===== src/rtl/host_rd_arbiter.sv =====
// Host SPI readback arbiter: round-robin over GPS/RX audio/waterfall, header word then len data words.
// Define HOST_ARB_GPS_PRIO_EN to give source 0 (GPS) strict priority over sources 1 and 2.
module host_rd_arbiter #(
    parameter int LEN_BITS = 12
) (
    input  logic                      cpu_clk,
    input  logic                      rst,
    input  logic [2:0]                req,
    input  logic                      cfg_we,
    input  logic [1:0]                cfg_sel,
    input  logic [LEN_BITS-1:0]       cfg_len,
    input  logic [2:0][15:0]          src_dout,
    input  logic                      out_ready,
    output logic [2:0]                rd,
    output logic                      out_valid,
    output logic [15:0]               out_data,
    output logic [2:0]                grant,
    output logic [2:0]                done,
    output logic                      busy
);
    localparam int NUM_SRC = 3;

    typedef enum logic [1:0] {IDLE, HDR, XFER} state_t;

    state_t                           state;
    logic [NUM_SRC-1:0][LEN_BITS-1:0] len_q;
    logic [1:0]                       sel, last, win;
    logic [LEN_BITS-1:0]              rem, blen;
    logic [2:0]                       sel_oh;
    logic                             hdr_go, rd_go, hdr_q;

    genvar i;
    generate
        for (i = 0; i < NUM_SRC; i++) begin : g_len
            always_ff @(posedge cpu_clk) begin
                if (rst)
                    len_q[i] <= '0;
                else if (cfg_we && cfg_sel == 2'(i))
                    len_q[i] <= cfg_len;
            end
        end
    endgenerate

    always_comb begin
        win = 2'd0;
`ifdef HOST_ARB_GPS_PRIO_EN
        if (req[0])
            win = 2'd0;
        else if (last == 2'd1)
            win = req[2] ? 2'd2 : 2'd1;
        else
            win = req[1] ? 2'd1 : 2'd2;
`else
        case (last)
            2'd0:    win = req[1] ? 2'd1 : (req[2] ? 2'd2 : 2'd0);
            2'd1:    win = req[2] ? 2'd2 : (req[0] ? 2'd0 : 2'd1);
            default: win = req[0] ? 2'd0 : (req[1] ? 2'd1 : 2'd2);
        endcase
`endif
    end

    assign sel_oh = 3'b001 << sel;
    assign hdr_go = (state == HDR) && out_ready;
    // rem is never 0 in XFER, but the guard keeps rd safe against a stray state
    assign rd_go  = (state == XFER) && out_ready && (rem != '0);
    assign rd     = rd_go ? sel_oh : 3'b000;
    assign busy   = (state != IDLE);

    always_ff @(posedge cpu_clk) begin
        if (rst) begin
            state     <= IDLE;
            sel       <= 2'd0;
            last      <= 2'd2;
            rem       <= '0;
            blen      <= '0;
            grant     <= 3'b000;
            done      <= 3'b000;
            out_valid <= 1'b0;
            hdr_q     <= 1'b0;
        end else begin
            out_valid <= hdr_go | rd_go;
            hdr_q     <= hdr_go;
            done      <= 3'b000;
            case (state)
                IDLE: begin
                    if (req != 3'b000) begin
                        sel   <= win;
                        last  <= win;
                        rem   <= len_q[win];
                        blen  <= len_q[win];
                        grant <= 3'b001 << win;
                        state <= HDR;
                    end
                end
                HDR: begin
                    if (out_ready) begin
                        if (rem == '0) begin
                            state <= IDLE;
                            grant <= 3'b000;
                            done  <= sel_oh;
                        end else begin
                            state <= XFER;
                        end
                    end
                end
                XFER: begin
                    if (rd_go) begin
                        rem <= rem - LEN_BITS'(1);
                        // done lands with the last word, one cycle after its strobe
                        if (rem == LEN_BITS'(1)) begin
                            state <= IDLE;
                            grant <= 3'b000;
                            done  <= sel_oh;
                        end
                    end
                end
                default: state <= IDLE;
            endcase
        end
    end

    always_comb begin
        out_data = 16'h0000;
        if (out_valid)
            out_data = hdr_q ? {sel, 2'b00, 12'(blen)} : src_dout[sel];
    end

endmodule


===== config.mk =====
export PLATFORM = sky130hd
export DESIGN_NAME = host_rd_arbiter
export DESIGN_NICKNAME = d
export VERILOG_FILES = /design/src/rtl/host_rd_arbiter.sv
export SDC_FILE = /design/constraint.sdc
export NUM_CORES = 1
export LEC_CHECK = 0
export ABC_AREA = 0
export CORE_ASPECT_RATIO = 0.7
export CORE_MARGIN = 2
export CORE_UTILIZATION = 25
export DETAILED_ROUTE_END_ITERATION = 6
export GPL_TIMING_DRIVEN = 0
export HOLD_SLACK_MARGIN = 0.05
export PLACE_DENSITY = 0.54
export RECOVER_POWER = 100
export SLEW_MARGIN = 20
export SYNTH_ARGS = -nofsm -noshare
export SYNTH_HDL_FRONTEND = slang
export SYNTH_SLANG_ARGS = --single-unit

===== constraint.sdc =====
create_clock -name cpu_clk -period 5.71 [get_ports cpu_clk]
set_clock_uncertainty 0.05 [all_clocks]
set_input_delay 0.8565 -clock cpu_clk [delete_from_list [all_inputs] [get_ports cpu_clk]]
set_output_delay 0.8565 -clock cpu_clk [all_outputs]
set_load 0.02 [all_outputs]

==> flow_summary.yaml, run 1 <==
worst_setup_path:
  rr_worst_depth: 7
  cp.arrival_ns: 2.78
  crit_path_start_kind: "register"
  crit_family: "buffers and inverters"
  cp_data_required_time_ns: 4.80
  crit_top_cell: "clkbuf_1"
  cp_max_fo: 10
  endpoint_kind: "output port"
  worst-path-buf-inv: 3
  critical_path.max_stage_delay_ns: 0.66
  crit_cells: 6
  cp_slowest_cell: "dlygate4sd3_1"
  path_cells: "clkbuf_1 -> clkbuf_1 -> mux2i_1 -> o21ai_1 -> o211a_1 -> dlygate4sd3_1"
  criticalPathCategory: "reg2out"
job:
  drv_cap: 0
drt:
  wl_per_cell_um: 16.5
  dr_total_vias: 3954
  drtAntennaViolNets: 0
  wl_um: 13000
  via_per_inst: 5.02
  drtPass1Iterations: 5
  drt_iter0_drc: 311
  drc_errors: 0
power:
  vdd_drop_max_uv: 192
  power_density_nw_per_um2: 416
  p_leak_nw: 2.35
clock_tree:
  clock_latency_ns: 0.34
  postCtsSetupBuffers: 0
  cts_root_buf: "clkbuf_16"
  numCtsBuffers: 9
  clk_path_buf_depth: 2
  cts_tree: "done"
  cts_hold_buf: 0
  numClockSinks: 73
  clk_pin_slew_ns: 0.06
  htreeDepth: 3
  cts_resized: 0
global_route:
  antenna_found_initial: 0
  gr-usage-all-layers_pct: 15.3
  grt_pass1_wl_um: 20000
  overflow: 0
  grt_pass1_vias: 3891
  grt_start_max_net_pins: 16
sta:
  hold_viol: 0
  fin_tns_setup_ns: 0
  fmax_mhz: 271
  tightest_slew_ns: 0.816
  fin_ws_ns: 2.03
  max_slew_margin_pct: 45.6
  finalSetupViolations: 0
  timing.final.crit_share_pct: 64.5
  period_needed_ns: 3.68
  slew_violations: 0
  rsz0062_at_grt: "no"
  hold_ws_ns: 0.403
yosys:
  netlist_instances: 476
  yosys.area.top_type: "dfxtp_1"
  synth_edf_count: 0
  async_reset_ff_share_pct: 0
  synth.distinct_cells: 49
  synthTopCellsByArea: "dfxtp_1 36%, mux2i_1 16%, nor2_1 6.9%"
  synth_top_area_share_pct: 36.3
  synth_area_per_cell_um2: 8.47
  synth-seq-cells: 73
  synth_most_common_cell: "nor2_1"
  netlist_area_um2: 4030
  synth_commonest_cells: "74 x nor2_1, 73 x dfxtp_1, 65 x mux2i_1, 32 x nand2_1, 26 x clkbuf_1"
  synth_fp_nets: 553
  yosysWarnings: 0
  synth_flop_cell: "dfxtp_1"
  ys_seq_area_share_pct: 36.3
floorplanning:
  initial_core_util_pct: 25.8
  core_um2: 15600
  die_area_um2: 17200
  die-height_um: 110
  dieWidth_um: 156
  ios: 96
  rows: 38
placed_design:
  routabilityCongestion: 0.847
  hpwl_um: 10000
  pre_cts_ws_ns: 2.25
  port_buffers: 95
run_status:
  outcome: "finished, final reports clean"
cells_and_area:
  seqCellArea_um2: 1460
  area_growth_pct: 36.4
  num-fill-cells: 1582
  multiInputGateArea_um2: 2390
  num_antenna_cells: 0
  nNetsFinal: 659
  drive_gt1_share_pct: 3.92
hold_path:
  whs_path_depth: 2
  min_path_type: "reg2reg"
[layout by cell type (no fill, tap or decap), types with 3 or more instances in the layout]
| cell type | netlist | routed |
|---|---|---|
| nor2_1 | 74 | 74 |
| dfxtp_1 | 73 | 73 |
| mux2i_1 | 65 | 65 |
| clkdlybuf4s50_1 | 0 | 65 |
| nand2_1 | 32 | 32 |
| clkbuf_1 | 26 | 30 |
| dlygate4sd3_1 | 0 | 30 |
| a21oi_1 | 19 | 19 |
| o21ai_1 | 19 | 18 |
| nand2b_1 | 15 | 15 |
| a211o_1 | 14 | 14 |
| nor3_1 | 12 | 13 |
| o211a_1 | 12 | 12 |
| inv_1 | 9 | 9 |
| a31oi_1 | 9 | 9 |
| clkbuf_16 | 0 | 9 |
| o21ai_0 | 7 | 8 |
| ha_1 | 8 | 8 |
| nor3b_1 | 7 | 7 |
| nor2b_1 | 6 | 6 |
| nand4_1 | 6 | 6 |
| nand3_1 | 6 | 6 |
| or4_1 | 6 | 6 |
| o211ai_1 | 6 | 6 |
| nand3b_1 | 5 | 5 |
| a211oi_1 | 4 | 4 |
| and2_1 | 3 | 3 |
| a31o_1 | 3 | 3 |
[cells by family after synthesis]
kind of cell	Yosys count	synth area share, %
muxes	66	16.4
and+or+nand+nor	182	22.5
AOI/OAI and AO/OA	105	18.0
buffers and inverters	42	4.31
DFF	73	36.3
adders and majority gates	8	2.48
[state kept, by name, summed over array words and instances (netlist names), 2 cells and up]
register  cells
len_q        36
blen         12
rem          12
done          3
grant         3
sel           2
state         2
[report_power, final]
part / total [mW] / internal, mW / switching [mW]
logic: 1.08 / 0.415 / 0.664
clock network: 0.539 / 0.301 / 0.238
registers: 0.667 / 0.591 / 0.0761
total: 2.29 / 1.31 / 0.978
[stage by stage]
stage | util (%) | power (mW) | std cells | cell area [um2]
5_1_grt | 35.2 | 2.44 | 787 | 5500
3_5_place_dp | 33.5 | 1.76 | 771 | 5230
2_1_floorplan | - | 1.40 | 476 | 4030
6_report | 35.2 | 2.29 | 787 | 5500
4_1_cts | 35.3 | 2.31 | 787 | 5520
3_3_place_gp | 33.5 | 1.73 | 771 | 5230
[worst min-delay path, stage by stage, from the launching register on]
cell	delay (ns)
dfxtp_1	0.31
nand2_1	0.05
a21oi_1	0.05
[worst paths after layout]
| path | from | endpoint | slack [ns] |
|---|---|---|---|
| max reg2reg | sel[0] | rem[9] | 2.84 |
| min | blen[2] | blen[2] | 0.40 |
| min reg2reg | blen[2] | blen[2] | 0.40 |
| max | sel[1] | out_data[5] | 2.03 |
[layer usage]
layer	track usage [%]	vias up	wire length, um
met2	25.3	113	6150
met4	4.00	0	147
met3	3.99	13	831
met5	0	-	0
li1	-	1932	-
met1	20.0	1896	5830
[cell type report]
type | instances | share of cell area (%)
Buffer | 31 | 2.14
Clock buffer | 9 | 4.10
Clock inverter | 7 | 1.11
Inverter | 11 | 0.751
Multi-Input combinational cell | 361 | 43.5
Sequential cell | 73 | 26.6
Tap cell | 200 | 4.55
Timing Repair Buffer | 95 | 17.3
No activity file was read; power rests on OpenSTA's default activity.
==> run 2, diff against run 1 <==
--- a/config.mk
+++ b/config.mk
@@ -12,7 +12,7 @@
 export DETAILED_ROUTE_END_ITERATION = 6
 export GPL_TIMING_DRIVEN = 0
 export HOLD_SLACK_MARGIN = 0.05
-export PLACE_DENSITY = 0.54
+export PLACE_DENSITY = 0.56
 export RECOVER_POWER = 100
 export SLEW_MARGIN = 20
 export SYNTH_ARGS = -nofsm -noshare
==> constraint.sdc (replaced) <==
create_clock -name cpu_clk -period 3.24 [get_ports cpu_clk]
set_clock_uncertainty 0.05 [all_clocks]
set_input_delay 0.486 -clock cpu_clk [delete_from_list [all_inputs] [get_ports cpu_clk]]
set_output_delay 0.486 -clock cpu_clk [all_outputs]
set_load 0.02 [all_outputs]
==> flow_summary.yaml, run 2 (synthesis results as in run 1) <==
drt:
  wl_um: 12600
  drtAntennaViolNets: 0
  drtPass1Iterations: 4
  drt_iter0_drc: 210
  drc_errors: 0
  via_per_inst: 4.96
  dr_total_vias: 3895
  wl_per_cell_um: 16.1
placed_design:
  port_buffers: 95
  hpwl_um: 9830
  dp.cells: 771
  routabilityCongestion: 0.815
clock_tree:
  clock_latency_ns: 0.33
  htreeDepth: 3
  postCtsSetupBuffers: 0
  cts_root_buf: "clkbuf_16"
  numClockSinks: 73
  cts_tree: "done"
  clk_path_buf_depth: 2
  clk_pin_slew_ns: 0.06
  numCtsBuffers: 9
worst_setup_path:
  crit_path_start_kind: "primary input"
  r2r-start: "sel[0]"
  cp_max_fo: 10
  cp.arrival_ns: 3.32
  crit_path_start: "req[1]"
  criticalPathCategory: "in2reg"
  endpoint_kind: "register"
  cp_data_required_time_ns: 3.44
sta:
  fin_tns_setup_ns: 0
  tightest_slew_ns: 1.05
  fmax_mhz: 320
  timing.final.crit_share_pct: 96.4
  hold_ws_ns: 0.399
  hold_viol: 0
  max_slew_margin_pct: 29.6
  rsz0062_at_grt: "no"
  finalSetupViolations: 0
  period_needed_ns: 3.12
  slew_violations: 0
global_route:
  grtUsageMet3_pct: 4.03
  grt_pass1_vias: 3833
  antenna_found_initial: 0
  grt-busiest-layer: "met2"
  gr-usage-met2_pct: 24.6
  overflow: 0
  grt_use_met1_pct: 19.2
  grt_start_max_net_pins: 14
  grt_pass1_wl_um: 19700
  gr-usage-all-layers_pct: 14.8
floorplanning:
  dieWidth_um: 156
  die-height_um: 110
  die_area_um2: 17200
  rows: 38
  initial_core_util_pct: 25.8
  ios: 96
  core_um2: 15600
run_status:
  outcome: "finished, final reports clean"
cells_and_area:
  final_common_cell: "clkdlybuf4s50_1"
  area_growth_pct: 37.3
  num_antenna_cells: 0
  nNetsFinal: 658
  num-fill-cells: 1584
  layout_common_cells: "77 x clkdlybuf4s50_1, 74 x nor2_1, 73 x dfxtp_1"
  drive_gt1_share_pct: 4.27
  multiInputGateArea_um2: 2390
  largest-register: "len_q"
  seqCellArea_um2: 1460
  largest_register_ffs: 36
  final_cells: 786
  reg_top3: "len_q: 36 flops, blen: 12 flops, rem: 12 flops"
power:
  finalPower_mw: 4.12
  p_leak_nw: 2.34
  vdd_drop_max_uv: 308
  power_density_nw_per_um2: 745
job:
  drv_cap: 0
hold_path:
  min_from: "blen[1]"
  min_path_type: "reg2reg"
[run 2: layer usage]
layer  up-vias  routed length (um)
li1       1921                   -
met1      1879                5900
met2        81                5910
met3        14                 669
met4         0                 167
met5         -                   0
[run 2: report_power, final]
group	switching (mW)	internal, mW	total, mW	leakage [nW]
logic	1.14	0.736	1.88	1.59
registers	0.134	1.04	1.18	0.595
clock network	0.385	0.678	1.06	0.153
total	1.66	2.46	4.12	2.34
[run 2: per-stage QoR]
| stage | worst slack, ns | area [um2] | util (%) |
|---|---|---|---|
| 3_3_place_gp | 0.371 | 5230 | 33.5 |
| 6_report | 0.118 | 5530 | 35.4 |
| 5_1_grt | 0.0128 | 5530 | 35.4 |
| 3_5_place_dp | 0.312 | 5230 | 33.5 |
| 2_1_floorplan | 1.04 | 4030 | - |
| 4_1_cts | 0.00567 | 5550 | 35.5 |
[run 2: repair_timing]
action | 4_1_cts | 5_1_grt
hold buffers | 0 | 0
endpoints found under the hold margin | 0 | 0
resized for setup | 0 | 7
setup endpoints to repair | 0 | 16
[run 2: worst paths after layout]
| path | end | slack (ns) | cells past startpoint |
|---|---|---|---|
| worst max-delay path | rem[10] | 0.12 | 8 |
| worst min-delay path | blen[1] | 0.40 | 2 |
| worst max register to register | rem[10] | 0.40 | 7 |
| worst min register to register | blen[1] | 0.40 | 2 |
[run 2: layout make-up]
class | instances | share of cell area (%)
multi-input combinational | 361 | 43.3
sequential | 73 | 26.4
timing repair buffer | 95 | 17.2
tap | 200 | 4.52
clock buffer | 10 | 4.14
buffer | 30 | 2.13
clock inverter | 6 | 1.63
inverter | 11 | 0.746
[run 2: critical path, stage by stage]
cell	delay, ns
dlygate4sd3_1	0.62
or3b_2	0.27
and3_1	0.16
clkbuf_1	0.32
clkbuf_1	0.65
mux2i_1	0.28
a211o_1	0.40
a31oi_1	0.15
==> run 3, diff against run 2 <==
--- a/config.mk
+++ b/config.mk
@@ -12,7 +12,7 @@
 export DETAILED_ROUTE_END_ITERATION = 6
 export GPL_TIMING_DRIVEN = 0
 export HOLD_SLACK_MARGIN = 0.05
-export PLACE_DENSITY = 0.56
+export PLACE_DENSITY = 0.54
 export RECOVER_POWER = 100
 export SLEW_MARGIN = 20
 export SYNTH_ARGS = -nofsm -noshare
==> constraint.sdc (replaced) <==
create_clock -name cpu_clk -period 3.35 [get_ports cpu_clk]
set_clock_uncertainty 0.05 [all_clocks]
set_input_delay 0.5025 -clock cpu_clk [delete_from_list [all_inputs] [get_ports cpu_clk]]
set_output_delay 0.5025 -clock cpu_clk [all_outputs]
set_load 0.02 [all_outputs]
==> flow_summary.yaml, run 3 (synthesis results as in run 1) <==
run_status:
  outcome: "finished, final reports clean"
clock_tree:
  clk_pin_slew_ns: 0.06
  postCtsSetupBuffers: 0
  numClockSinks: 73
  clk_path_buf_depth: 2
  cts_root_buf: "clkbuf_16"
  cts_resized: 0
  clock_latency_ns: 0.34
  cts_tree: "done"
  htreeDepth: 3
  numCtsBuffers: 9
  cts_hold_buf: 0
floorplanning:
  ios: 96
  core_um2: 15600
  dieWidth_um: 156
  initial_core_util_pct: 25.8
  die_area_um2: 17200
  rows: 38
  die-height_um: 110
placed_design:
  hpwl_um: 10000
  dpl-instance-area_um2: 5230
  routabilityCongestion: 0.847
  dp.cells: 771
  port_buffers: 95
worst_setup_path:
  cp_max_fo: 10
  endpoint_kind: "register"
  r2r-start: "sel[0]"
  timing.rr.end: "rem[4]"
  cp.arrival_ns: 3.36
  rrSetupSlack_ns: 0.45
  crit_path_start: "req[1]"
  crit_path_start_kind: "primary input"
  endpoint: "rem[4]"
  criticalPathCategory: "in2reg"
  rr_worst_depth: 7
  cp_data_required_time_ns: 3.56
cells_and_area:
  reg_top3: "len_q: 36 flops, blen: 12 flops, rem: 12 flops"
  num_antenna_cells: 0
  drive_gt1_share_pct: 4.27
  final_common_cell: "nor2_1"
  final_cells: 786
  num-fill-cells: 1582
  fin_util_pct: 35.2
  largest_register_ffs: 36
  area_growth_pct: 36.4
  layout_common_cells: "74 x nor2_1, 73 x dfxtp_1, 72 x clkdlybuf4s50_1"
  seqCellArea_um2: 1460
  nNetsFinal: 658
  largest-register: "len_q"
  fin_area_um2: 5500
  multiInputGateArea_um2: 2390
power:
  p_leak_nw: 2.33
  power_density_nw_per_um2: 710
  vdd_drop_max_uv: 325
sta:
  finalSetupViolations: 0
  tightest_slew_ns: 0.825
  rsz0062_at_grt: "yes"
  max_slew_margin_pct: 45.0
  fin_tns_setup_ns: 0
  timing.final.crit_share_pct: 94.2
  fmax_mhz: 317
  slew_violations: 0
  hold_viol: 0
  period_needed_ns: 3.16
global_route:
  grt_pass1_wl_um: 20000
  overflow: 0
  grt_pass1_vias: 3891
  gr-usage-all-layers_pct: 15.3
  antenna_found_initial: 0
  grt_start_max_net_pins: 16
hold_path:
  min_from: "blen[2]"
  min_path_type: "reg2reg"
job:
  drv_cap: 0
drt:
  drtPass1Iterations: 5
  wl_per_cell_um: 16.6
  via_per_inst: 5.01
  drc_errors: 0
  drt_iter0_drc: 320
  drtAntennaViolNets: 0
  wl_um: 13000
  dr_total_vias: 3941
[run 3: cell types whose count changed in the layout (fill, tap and decap cells not counted), sizes merged]
cell and change:
clkdlybuf4s50 -5, dlygate4sd3 +5, bufinv -2, clkbuf -1, clkinv +1, clkinvlp +1, inv +1
[run 3: routing by layer]
layer	global-route usage (%)	share of wire [%]	vias to the layer above
met5	0	0	-
met4	4.00	1.2	0
met3	3.99	6.0	14
met2	25.3	48	111
met1	20.0	45	1883
li1	-	-	1933
[run 3: layout make-up]
| cell class | instances | area share, % |
|---|---|---|
| repair buffers | 95 | 17.3 |
| well taps | 200 | 4.55 |
| inverters | 11 | 0.751 |
| multi-input cells | 361 | 43.5 |
| clock buffers | 9 | 4.09 |
| flip-flops and latches | 73 | 26.6 |
| clock inverters | 7 | 1.11 |
| plain buffers | 30 | 2.12 |
[run 3: worst min-delay path by stage]
stage	to	slack, ns	depth (start not counted)
2_1_floorplan	blen[1]	0.38	2
3_3_place_gp	blen[3]	0.40	2
3_5_place_dp	blen[2]	0.40	2
4_1_cts	blen[2]	0.41	2
5_1_grt	blen[1]	0.42	2
6_report	blen[2]	0.40	2
[run 3: through the flow]
| stage | worst slack [ns] | hold WS (ns) | power [mW] |
|---|---|---|---|
| floorplan | 1.14 | 0.381 | 2.39 |
| finish | 0.195 | 0.404 | 3.90 |
| CTS | 0.0370 | 0.408 | 3.94 |
| global placement | 0.479 | 0.397 | 2.96 |
| global route | -0.00453 | 0.420 | 4.16 |
| detailed placement | 0.423 | 0.398 | 3.01 |
[run 3: worst max-delay path: stages]
cell and delay, ns:
dlygate4sd3_1 0.61, or3b_2 0.27, and3_1 0.18, clkbuf_1 0.32, clkbuf_1 0.64, mux2i_1 0.26
a211o_1 0.42, a31oi_1 0.17
[run 3: power by group]
group / leakage, nW / internal [mW] / switching [mW]
combinational: 1.61 / 0.712 / 1.14
clock: 0.135 / 0.514 / 0.403
sequential: 0.595 / 1.01 / 0.130
total: 2.33 / 2.23 / 1.67
